## config.mk

```make
export PLATFORM = sky130hd
export DESIGN_NAME = iter_div
export DESIGN_NICKNAME = d
export VERILOG_FILES = /design/src/rtl/div_pkg.sv /design/src/rtl/div_step.sv /design/src/rtl/iter_div.sv
export SDC_FILE = /design/constraint.sdc
export NUM_CORES = 1
export LEC_CHECK = 0
export CORE_MARGIN = 2
export CORE_UTILIZATION = 63
export DETAILED_ROUTE_END_ITERATION = 16
export PLACE_DENSITY = 0.95
export SETUP_SLACK_MARGIN = 0.2
export SLEW_MARGIN = 20
export SYNTH_ARGS = -nofsm -noshare
export SYNTH_HDL_FRONTEND = slang
export SYNTH_SLANG_ARGS = --single-unit
```

## constraint.sdc

```tcl
create_clock -name clk -period 12.25 [get_ports clk]
set_input_delay 2.45 -clock clk [delete_from_list [all_inputs] [get_ports clk]]
set_output_delay 2.45 -clock clk [all_outputs]
set_load 0.05 [all_outputs]
```

## src/rtl/div_pkg.sv

```systemverilog
// Shared constants and state encoding for the iterative divider.
//   DIV_W       operand width (only 32 is supported)
//   DIV_ITERS   restoring iterations per divide
//   div_state_e controller states
package div_pkg;

   localparam int DIV_W     = 32;
   localparam int DIV_ITERS = 32;

   typedef enum logic [1:0] {
      DIV_IDLE,
      DIV_BUSY,
      DIV_DONE
   } div_state_e;

endpackage

```

## src/rtl/div_step.sv

```systemverilog
// One radix-2 restoring division iteration, purely combinational.
//   r       partial remainder before the step
//   bit_in  next dividend bit shifted into the remainder
//   d       divisor magnitude
//   r_next  partial remainder after the step
//   q_bit   quotient bit produced by the step
module div_step #(
   parameter int W = 32
) (
   input  logic [W-1:0] r,
   input  logic         bit_in,
   input  logic [W-1:0] d,
   output logic [W-1:0] r_next,
   output logic         q_bit
);

   logic [W:0] trial;

   // r < d always holds, so the shifted remainder fits in W+1 bits and a
   // successful trial fits back into W bits.
   assign trial  = {r, bit_in} - {1'b0, d};
   assign q_bit  = ~trial[W];
   assign r_next = q_bit ? trial[W-1:0] : {r[W-2:0], bit_in};

endmodule

```

## src/rtl/iter_div.sv

```systemverilog
// Multi-cycle radix-2 restoring divider with independent valid/ready operand
// channels and a single-cycle result pulse.
//   clk, resetn                  clock, synchronous active-low reset
//   s_axis_dividend_*            dividend channel (tdata/tvalid/tready)
//   s_axis_divisor_*             divisor channel (tdata/tvalid/tready)
//   m_axis_dout_tdata            {quotient, remainder}, held until next result
//   m_axis_dout_tvalid           one-cycle pulse, no backpressure
//
// state    | meaning
// DIV_IDLE | collect both operands
// DIV_BUSY | 32 restoring iterations
// DIV_DONE | result valid for one cycle, then release operand slots
module iter_div
   import div_pkg::*;
#(
   parameter bit SIGNED = 1'b1,
   parameter int W      = DIV_W
) (
   input  logic           clk,
   input  logic           resetn,
   input  logic [W-1:0]   s_axis_dividend_tdata,
   input  logic           s_axis_dividend_tvalid,
   output logic           s_axis_dividend_tready,
   input  logic [W-1:0]   s_axis_divisor_tdata,
   input  logic           s_axis_divisor_tvalid,
   output logic           s_axis_divisor_tready,
   output logic [2*W-1:0] m_axis_dout_tdata,
   output logic           m_axis_dout_tvalid
);

   localparam int               CNT_W    = $clog2(DIV_ITERS);
   localparam logic [CNT_W-1:0] CNT_LAST = CNT_W'(DIV_ITERS - 1);

   div_state_e state_q, state_d;

   logic             have_a, have_b;
   logic [W-1:0]     a_q, b_q;
   logic [W-1:0]     q_q, r_q, d_q;
   logic             neg_quo, neg_rem;
   logic [CNT_W-1:0] cnt;
   logic [2*W-1:0]   dout_q;

   logic         acc_a, acc_b, start, last;
   logic [W-1:0] a_val, b_val, a_mag, b_mag;
   logic         a_neg, b_neg;
   logic [W-1:0] r_nxt, q_nxt, q_fix, r_fix;
   logic         q_bit;

   assign s_axis_dividend_tready = (state_q == DIV_IDLE) && !have_a;
   assign s_axis_divisor_tready  = (state_q == DIV_IDLE) && !have_b;
   assign m_axis_dout_tvalid     = (state_q == DIV_DONE);
   assign m_axis_dout_tdata      = dout_q;

   assign acc_a = s_axis_dividend_tvalid && s_axis_dividend_tready;
   assign acc_b = s_axis_divisor_tvalid && s_axis_divisor_tready;
   assign start = (state_q == DIV_IDLE) && (have_a || acc_a) && (have_b || acc_b);
   assign last  = (state_q == DIV_BUSY) && (cnt == CNT_LAST);

   // An operand arriving on the starting edge is used straight from the bus.
   assign a_val = acc_a ? s_axis_dividend_tdata : a_q;
   assign b_val = acc_b ? s_axis_divisor_tdata  : b_q;
   assign a_neg = SIGNED && a_val[W-1];
   assign b_neg = SIGNED && b_val[W-1];
   // Negating 0x80000000 wraps to itself, which is its correct unsigned magnitude.
   assign a_mag = a_neg ? -a_val : a_val;
   assign b_mag = b_neg ? -b_val : b_val;

   // q_q starts as the dividend and fills with quotient bits from the bottom.
   div_step #(.W(W)) u_step (
      .r      (r_q),
      .bit_in (q_q[W-1]),
      .d      (d_q),
      .r_next (r_nxt),
      .q_bit  (q_bit)
   );

   assign q_nxt = {q_q[W-2:0], q_bit};
   assign q_fix = neg_quo ? -q_nxt : q_nxt;
   assign r_fix = neg_rem ? -r_nxt : r_nxt;

   always_ff @(posedge clk) begin
      if (!resetn) state_q <= DIV_IDLE;
      else         state_q <= state_d;
   end

   always_comb begin
      state_d = state_q;
      case (state_q)
         DIV_IDLE: if (start) state_d = DIV_BUSY;
         DIV_BUSY: if (last)  state_d = DIV_DONE;
         DIV_DONE:            state_d = DIV_IDLE;
         default:             state_d = DIV_IDLE;
      endcase
   end

   always_ff @(posedge clk) begin
      if (!resetn) begin
         have_a  <= 1'b0;
         have_b  <= 1'b0;
         a_q     <= '0;
         b_q     <= '0;
         q_q     <= '0;
         r_q     <= '0;
         d_q     <= '0;
         neg_quo <= 1'b0;
         neg_rem <= 1'b0;
         cnt     <= '0;
         dout_q  <= '0;
      end else begin
         case (state_q)
            DIV_IDLE: begin
               if (acc_a) begin
                  a_q    <= s_axis_dividend_tdata;
                  have_a <= 1'b1;
               end
               if (acc_b) begin
                  b_q    <= s_axis_divisor_tdata;
                  have_b <= 1'b1;
               end
               if (start) begin
                  q_q     <= a_mag;
                  d_q     <= b_mag;
                  r_q     <= '0;
                  cnt     <= '0;
                  neg_quo <= a_neg ^ b_neg;
                  neg_rem <= a_neg;
               end
            end
            DIV_BUSY: begin
               r_q <= r_nxt;
               q_q <= q_nxt;
               cnt <= cnt + CNT_W'(1);
               if (last) dout_q <= {q_fix, r_fix};
            end
            DIV_DONE: begin
               have_a <= 1'b0;
               have_b <= 1'b0;
            end
            default: ;
         endcase
      end
   end

endmodule

```

## After elaboration in Yosys (flattened, before gate mapping)

Index checks and enable logic that the tools add are counted.

- Register bits: 235
- Output and inout port bits: 67
- Logic and storage cells: 67
- Input bits: 68

- Reduce and logical (&&, ||, !) cells: 20
- $add $sub $neg: 6
- Bitwise operators: 2
- Eq/ne operators: 7
- Muxes and demuxes: 20

Operators by type and width:

| cell | number |
|---|---|
| $mux 32 | 9 |
| $neg 32->32 | 4 |
| $pmux 32 s2 | 2 |
| $sub 33x32->33 | 1 |
| $reduce_and 2->1 | 6 |
| $pmux 5 s2 | 1 |
| $ne 2x2->1 const B | 4 |
| $logic_and 1x1->1 | 7 |
| $add 5x1->5 const B | 1 |
| $eq 5x5->1 const B | 1 |
| $mux 5 | 1 |
| $mux 2 | 2 |
| $pmux 1 s2 | 2 |
| $pmux 2 s2 | 1 |
| $reduce_bool 2->1 | 2 |
| $eq 2x1->1 const B | 1 |
| $eq 2x2->1 const B | 1 |
| $logic_not 1->1 | 2 |
| $logic_not 2->1 | 1 |
| $logic_or 1x1->1 | 2 |
| $mux 1 | 2 |
| $not 1->1 | 1 |
| $xor 1x1->1 | 1 |

## Longest topological paths before layout

Gate-level depths: netlist of run 1.

- Word-level depth: 8
- Gate-level depth with buffers: 25
- Gate-level depth less buffers: 21

## By module

From an unflattened synthesis of run 1, not the netlist that was laid out.

- Cells, all modules: 1,790
- Area total of the unflattened synthesis: 14,241.2 um2

By module, submodules not included:

| module | cells an instance | instances | seq. area each (um2) | area an instance (um2) |
|---|---|---|---|---|
| iter_div | 1,479 | 1 | 4,704.5 | 11,985.2 |
| div_step | 311 | 1 | 0.0 | 2,255.9 |

## Worst setup path before layout of run 1

Ideal clock, no wire load.

- Path type: in2reg
- Start: in s_axis_divisor_tvalid
- End: reg d_q[30]
- Arrival: 5.948 ns
- Stages on the path: 16
- Data required time: 12.180 ns
- Path slack: 6.231 ns
- Buffers on the path: 4
- Cells stage by stage: nor4b_2 buf_4 buf_2 buf_2 buf_2 mux2i_1 ha_1 nand2_1 nor4_1 and2_1 and2b_1 nand2_1 o21ai_0 xor2_1 nand2_1 a21oi_1

- Cells in the longest elaborated chain, start to end: 4

Ends and longest elaborated chain:

| what | RTL line | source |
|---|---|---|
| start, declared | iter_div.sv:25 | `input logic s_axis_divisor_tvalid,` |
| $logic_and 1x1->1 (*) | iter_div.sv:55 | `assign acc_b = s_axis_divisor_tvalid && s_axis_divisor_tready;` |
| $mux 32 or $logic_or 1x1->1 (tied branches) | n/a |  |
| $neg 32->32 or $logic_and 1x1->1 (tied branches) | iter_div.sv:66, iter_div.sv:56 |  |
| $mux 32 or $reduce_and 2->1 (tied branches) | n/a |  |
| end signal, assigned | iter_div.sv:122 | `d_q <= b_mag;` |
| end, declared | iter_div.sv:38 | `logic [W-1:0] q_q, r_q, d_q;` |

Mark *: on every way between the ends. The rest lies on a longest branch, timed or not.
A chain may end at the register's enable or synchronous reset.

## Worst setup path after layout of run 1

- Start: in s_axis_dividend_tvalid
- End: reg q_q[27]

- Cells in the longest elaborated chain, start to end: 6

Ends and longest elaborated chain:

| what | RTL line | source |
|---|---|---|
| start, declared | iter_div.sv:22 | `input logic s_axis_dividend_tvalid,` |
| $logic_and 1x1->1 (*) | iter_div.sv:54 | `assign acc_a = s_axis_dividend_tvalid && s_axis_dividend_tready;` |
| $mux 32 or $logic_or 1x1->1 (tied branches) | iter_div.sv:60, iter_div.sv:56 |  |
| $neg 32->32 or $logic_and 1x1->1 (tied branches) | iter_div.sv:65, iter_div.sv:56 |  |
| $mux 32 or $logic_and 1x1->1 (tied branches) | iter_div.sv:65, iter_div.sv:56 |  |
| $mux 32 or $ne 2x2->1 (tied branches) | n/a |  |
| $pmux 32 s2 or $reduce_and 2->1 (tied branches) | n/a |  |
| end signal, assigned | iter_div.sv:121 | `q_q <= a_mag;` |
| end signal, assigned | iter_div.sv:131 | `q_q <= q_nxt;` |
| end, declared | iter_div.sv:38 |  |

Mark *: on every way between the ends. The rest lies on a longest branch, timed or not. The select of a mux whose other input is x is not followed.

==> results of run 1 <==
==> metrics by stage <==
| step | util (%) | instances | setup WS, ns |
|---|---|---|---|
| after floorplan | - | 1839 | 6.23 |
| after global placement | 69.8 | 2151 | 5.88 |
| after detailed placement | 69.8 | 2151 | 5.69 |
| after CTS | 73.9 | 2195 | 6.11 |
| after global routing | 74.0 | 2195 | 5.78 |
| final | 74.0 | 2195 | 5.98 |
==> cell usage in the layout, fill, tap and decap left out, types with 10 or more instances in the layout <==
cell               n
a211oi_1          35
xor2_1            55
or2_2             10
and2_1            17
nor2_1           209
mux2i_1           83
a31oi_1           49
clkbuf_16         27
nand2_1          175
or3_1             25
o21ai_0           87
a21o_1            14
clkdlybuf4s50_1  134
a21oi_1          175
xnor2_1           51
ha_1              38
and3_1            27
o21a_1            14
o211ai_1          13
a22oi_1           34
dfxtp_1          235
o31ai_1           21
nand3_1           62
buf_4             13
or4_1             10
nand4_1           22
inv_1             56
nor4_1            11
nor3_1            41
==> sequential cells by signal, indices dropped and copies added (netlist names) <==
register           count
neg_rem                1
d_q                   32
have_b                 1
q_q                   32
state_q                2
have_a                 1
cnt                    5
r_q                   32
b_q                   32
m_axis_dout_tdata     64
neg_quo                1
a_q                   32
==> kinds of logic (layout without fill, tap and decap cells) <==
| kind of cell | after synthesis | after routing | share of synthesized area (%) |
|---|---|---|---|
| buffers and inverters | 179 | 250 | 5.12 |
| xor gates and xnor gates | 106 | 106 | 6.46 |
| AOI/OAI and AO/OA | 527 | 527 | 23.7 |
| adders and majority gates | 39 | 39 | 3.45 |
| and+or+nand+nor | 659 | 659 | 21.9 |
| muxes | 94 | 94 | 6.66 |
| DFF | 235 | 235 | 32.8 |
==> per-layer routing <==
metal	vias up	routed length [um]
met4	0	888
met5	-	0
met3	72	4650
li1	6739	-
met1	6786	17500
met2	794	18600
==> tightest hold or removal path, delay by kind of cell (launching register included) <==
kind / cells / cell delay, ns
flip-flops: 1 / 0.31
AO/OA/AOI/OAI: 1 / 0.05
AND/OR/NAND/NOR: 1 / 0.05
==> how the worst max path moves through the flow <==
stage | start | endpoint | slack [ns] | cells after the start
global placement | s_axis_dividend_tvalid | q_q[30]$_SDFFE_PN0P_ | 5.88 | 14
CTS | s_axis_dividend_tvalid | q_q[27]$_SDFFE_PN0P_ | 6.11 | 13
floorplan | s_axis_divisor_tvalid | d_q[30]$_SDFFE_PN0P_ | 6.23 | 16
global route | s_axis_dividend_tvalid | q_q[27]$_SDFFE_PN0P_ | 5.78 | 13
detailed placement | s_axis_divisor_tvalid | d_q[29]$_SDFFE_PN0P_ | 5.69 | 13
finish | s_axis_dividend_tvalid | q_q[27]$_SDFFE_PN0P_ | 5.98 | 13
==> area by class of cell <==
type                       instances  area (sq um)
clock inverter                    10           181
fill                            1637          5860
tap                              285           357
timing repair buffer             147          1440
multi-input combinational       1425          8990
clock buffer                      34           752
sequential                       235          4700
inverter                          59           226
==> metrics, run 1 <==
status=complete, no violations; global-route wire length before repair=about 67,000 um; Die Span Y=155 um; Synth area leaders=dfxtp_1 (33%), a21oi_1 (6.1%), mux2i_1 (5.9%); met1 Use GR=approximately 47%; EDFF count, synth=0; cell area after synthesis=between 0.01 and 0.015 sq mm; crit-path max FO=just under 50; CP endpoint kind=flop; CP Data Arrival Time=about 6.7 ns; Crit Reg-Reg Startpoint=r_q[16]$_SDFFE_PN0P_; hold depth=2; Worst Path Buf+Inv=2; Finish-stage setup viols=0; CP max-delay cell=buf_4; clk slew on worst S/H paths=~0.060 ns; # DRC=0; Slew @ Worst Pin=between 1 and 1.5 ns; fin. max-slew vios=0; Syn Area/Cell=7.81 sq um; post-CTS sizing=0; Die Area=between 0.02 and 0.025 sq mm; insertion delay of the later-clocked pin in the worst-skew pair=0.54 ns; core area=around 0.023 sq mm; Congestion Overflow GR=0; Crit Reg-Reg Endpoint=m_axis_dout_tdata[16]$_SDFFE_PN0P_; register area share after synthesis=around a third; HPWL Detailed=between 20,000 and 30,000 um; CTS Buf Count=26; worst path cell trace=clkdlybuf4s50_1, nor4b_4, buf_4, mux2i_1, nand3_1, or2_2, nor3b_1, and3_1, nand3_1, o21ai_0, xor2_1, nand2_1, a21oi_1; cell with the most instances after synthesis=dfxtp_1; synth unique cells=roughly 100; Setup Skew=~0.013 ns; chip width=between 150 and 200 um; grt peak-use layer=met2; H-tree depth=1; post-route cell area=about 0.017 sq mm; largest area contributor in the synthesized netlist=dfxtp_1; CTS tree=done; FMAX=0.159 GHz; fin crit share=between 50% and 60%; final WL=between 40,000 and 50,000 um; Req. time, crit path=roughly 13 ns; number of max-cap violations=0; Total Neg Setup Slack=0 ns; Tmin final=around 6.3 ns; vias in the first global route=13,289; Ys Warns=0; worst reg-to-reg path cell count=17; CP peak stage delay=~0.6 ns; worst hold path class=reg -> reg; share of the synthesized area in the top cell type=32.8%; Starting DRT DRC Count=~1,600; met2 Use GR=53.4%; Mapped Cells=roughly 1,800; Clock Tree Root=clkbuf_16; maximum buffer depth of the clock tree=3; NumNets Final=~2,000; crit start category=primary input; r2r setup slk=about 6.6 ns; # diodes=0; most used cell, CP=nand3_1; Min Hold Slack=0.451 ns; Primary FF master, synth=dfxtp_1; unrepaired setup endpoints after global routing=no; I/O pin count=135; GRT Overall Usage=between 30% and 40%; Post-CTS Setup Bufs=0; antenna violations before repair=0; Crit Path Class=in -> reg; final hold vios=0; Via density=~6.6; routability congestion estimate=0.973; post-synth net total=about 1,900; Post-synth top cells=dfxtp_1 (235), nor2_1 (210), a21oi_1 (175), nand2_1 (175), o21ai_0 (87); ANT nets after route=0; hold endpoint=d_q[5]$_SDFFE_PN0P_; TritonCTS Sinks=between 200 and 250; largest net degree at the start of global routing=approximately 110; met3 Use GR=under 10%; vias=14,391; Layout area overhead=15.9%; layout cell share with drive strength beyond 1=under 10%; Post-CTS Hold Buffers=0; Core Rows=55; Synth Register Bits=~240; CP top delay family=simple AND/OR/NAND/NOR gates; Initial Utilization=63.8%; Worst slew margin=24.6%; routed length per instance=~19 um; area post-placement=roughly 0.016 sq mm; First-pass DRT Iterations=8; Hold Path Origin=d_q[5]$_SDFFE_PN0P_; Post-synth ARST share=0%; PortBufs=134
Power of run 1 is not shown: default switching activity piles up to over one toggle a cycle in this logic, so the estimate is an artifact.
==> run 2: changes to the inputs <==
--- a/config.mk
+++ b/config.mk
@@ -6,9 +6,9 @@
 export NUM_CORES = 1
 export LEC_CHECK = 0
 export CORE_MARGIN = 2
-export CORE_UTILIZATION = 63
+export CORE_UTILIZATION = 59
 export DETAILED_ROUTE_END_ITERATION = 16
-export PLACE_DENSITY = 0.95
+export PLACE_DENSITY = 0.9
 export SETUP_SLACK_MARGIN = 0.2
 export SLEW_MARGIN = 20
 export SYNTH_ARGS = -nofsm -noshare
==> constraint.sdc (replaced) <==
create_clock -name clk -period 5.87 [get_ports clk]
set_input_delay 1.174 -clock clk [delete_from_list [all_inputs] [get_ports clk]]
set_output_delay 1.174 -clock clk [all_outputs]
set_load 0.05 [all_outputs]
==> metrics, run 2 (synthesis results as in run 1) <==
status=complete, no violations; Post-CTS Setup Bufs=0 (unchanged); Die Span Y=160 um (+3.2%); crit start category=flop; FMAX=about 0.19 GHz; Crit Path Class=reg -> reg; vias=14,075 (-2.2%); largest net degree at the start of global routing=92 (-17%); Worst slew margin=28.4% (+3.9 points); TritonCTS Sinks=235 (unchanged); Crit Reg-Reg Startpoint=r_q[8]$_SDFFE_PN0P_; final WL=42,700 um (+2.4%); Tmin final=approximately 5.2 ns; First-pass DRT Iterations=5 (-3); Req. time, crit path=6.32 ns (-6.37 ns); fin. max-slew vios=0 (unchanged); NumNets Final=2,005 (+0.20%); area post-placement=0.0158 sq mm (+0.50%); Hold Path Origin=d_q[10]$_SDFFE_PN0P_; fin crit share=between 80% and 90%; post-route cell area=0.0167 sq mm (about the same); Die Area=0.0256 sq mm (+6.6%); Congestion Overflow GR=0 (unchanged); GRT Overall Usage=32.1% (-1.5 points); CP Data Arrival Time=5.70 ns (-1.01 ns); core area=0.0241 sq mm (+7.1%); clk slew on worst S/H paths=0.06 ns (about the same); global-route wire length before repair=68,400 um (+2.0%); post-CTS sizing=0 (unchanged); Layout area overhead=16.0% (about the same); hold depth=2 (unchanged); Core Rows=57 (+3.6%); # DRC=0 (unchanged); CP endpoint kind=flop; CTS Buf Count=26 (unchanged); hold endpoint=d_q[10]$_SDFFE_PN0P_; Total Neg Setup Slack=0 ns (unchanged); final hold vios=0 (unchanged); Via density=6.28 (-4.2%); Clock Tree Root=clkbuf_16; most frequent cells in the layout=dfxtp_1 (234), nor2_1 (209), nand2_1 (175), a21oi_1 (175), clkdlybuf4s50_1 (134); layout cell share with drive strength beyond 1=6.16% (+0.19 points); Crit Reg-Reg Endpoint=m_axis_dout_tdata[16]$_SDFFE_PN0P_; H-tree depth=1 (unchanged); r2r setup slk=0.62 ns (-6.00 ns); PortBufs=134 (unchanged); # diodes=0 (unchanged); insertion delay of the later-clocked pin in the worst-skew pair=0.55 ns (about the same); maximum buffer depth of the clock tree=3 (unchanged); worst reg-to-reg path cell count=17 (unchanged); Starting DRT DRC Count=1,589 (-0.81%); routed length per instance=19.1 um (+0.38%); chip width=160 um (+3.2%); vias in the first global route=13,131 (-1.2%); routability congestion estimate=0.974 (+0.17%); max reg flops=64 (unchanged); final core occ=69.1% (-4.9 points); I/O pin count=135 (unchanged); Slew @ Worst Pin=1.07 ns (-0.0577 ns); Finish-stage setup viols=0 (unchanged); Initial Utilization=59.6% (-4.2 points); Setup Skew=0.0329 ns (+0.0201 ns); unrepaired setup endpoints after global routing=no; HPWL Detailed=31,000 um (+5.5%); CTS tree=done; crit-path max FO=13 (-73%); antenna violations before repair=0 (unchanged); number of max-cap violations=0 (unchanged); worst hold path class=reg -> reg; commonest non-fill, non-tap cell in the layout=dfxtp_1; Post-CTS Hold Buffers=0 (unchanged); ANT nets after route=0 (unchanged)
## run 2: cell type report
type | instances | area (sq um)
fillers | 1955 | 7450
clock buffers | 34 | 711
inverters | 59 | 226
multi-input cells | 1425 | 8980
repair buffers | 151 | 1470
clock inverters | 12 | 155
flip-flops and latches | 235 | 4710
well taps | 324 | 405
## run 2: worst max-delay path by stage
stage	start	end	slack (ns)	cells after the start
3_3_place_gp	r_q[8]$_SDFFE_PN0P_	m_axis_dout_tdata[16]$_SDFFE_PN0P_	0.95	17
3_5_place_dp	s_axis_dividend_tvalid	q_q[30]$_SDFFE_PN0P_	0.76	13
2_1_floorplan	s_axis_divisor_tvalid	d_q[30]$_SDFFE_PN0P_	1.13	16
5_1_grt	r_q[8]$_SDFFE_PN0P_	m_axis_dout_tdata[16]$_SDFFE_PN0P_	0.52	17
6_report	r_q[8]$_SDFFE_PN0P_	m_axis_dout_tdata[16]$_SDFFE_PN0P_	0.62	17
4_1_cts	r_q[8]$_SDFFE_PN0P_	m_axis_dout_tdata[16]$_SDFFE_PN0P_	0.77	17
## run 2: metal layers
metal	vias to the layer above	part of all wire, %	GRT usage (%)
met3	92	8.9	5.06
met5	-	0	0
li1	6757	-	-
met2	650	44	50.6
met4	0	2.2	8.35
met1	6576	45	46.1
## run 2: per-stage QoR
stage	instances	setup WS, ns	hold slack, ns
after floorplan	1839	1.13	0.432
after global placement	2194	0.949	0.439
after detailed placement	2194	0.762	0.450
after CTS	2240	0.774	0.458
after global routing	2240	0.524	0.473
final	2240	0.620	0.458
## run 2: critical path, cell delays in order, from the launching register on
cell      delay (ns)
dfxtp_1         0.36
ha_1            0.49
a21oi_1         0.23
o21ai_1         0.14
a211oi_2        0.46
a21oi_4         0.14
nor3_2          0.80
nor2_4          0.04
inv_2           0.18
nor2_1          0.07
a21oi_1         0.25
ha_1            0.31
and3_1          0.22
o311ai_0        0.20
mux2_4          0.37
or2_1           0.29
or4_1           0.47
a31oi_1         0.15
Power of run 2 is left out for the same reason.
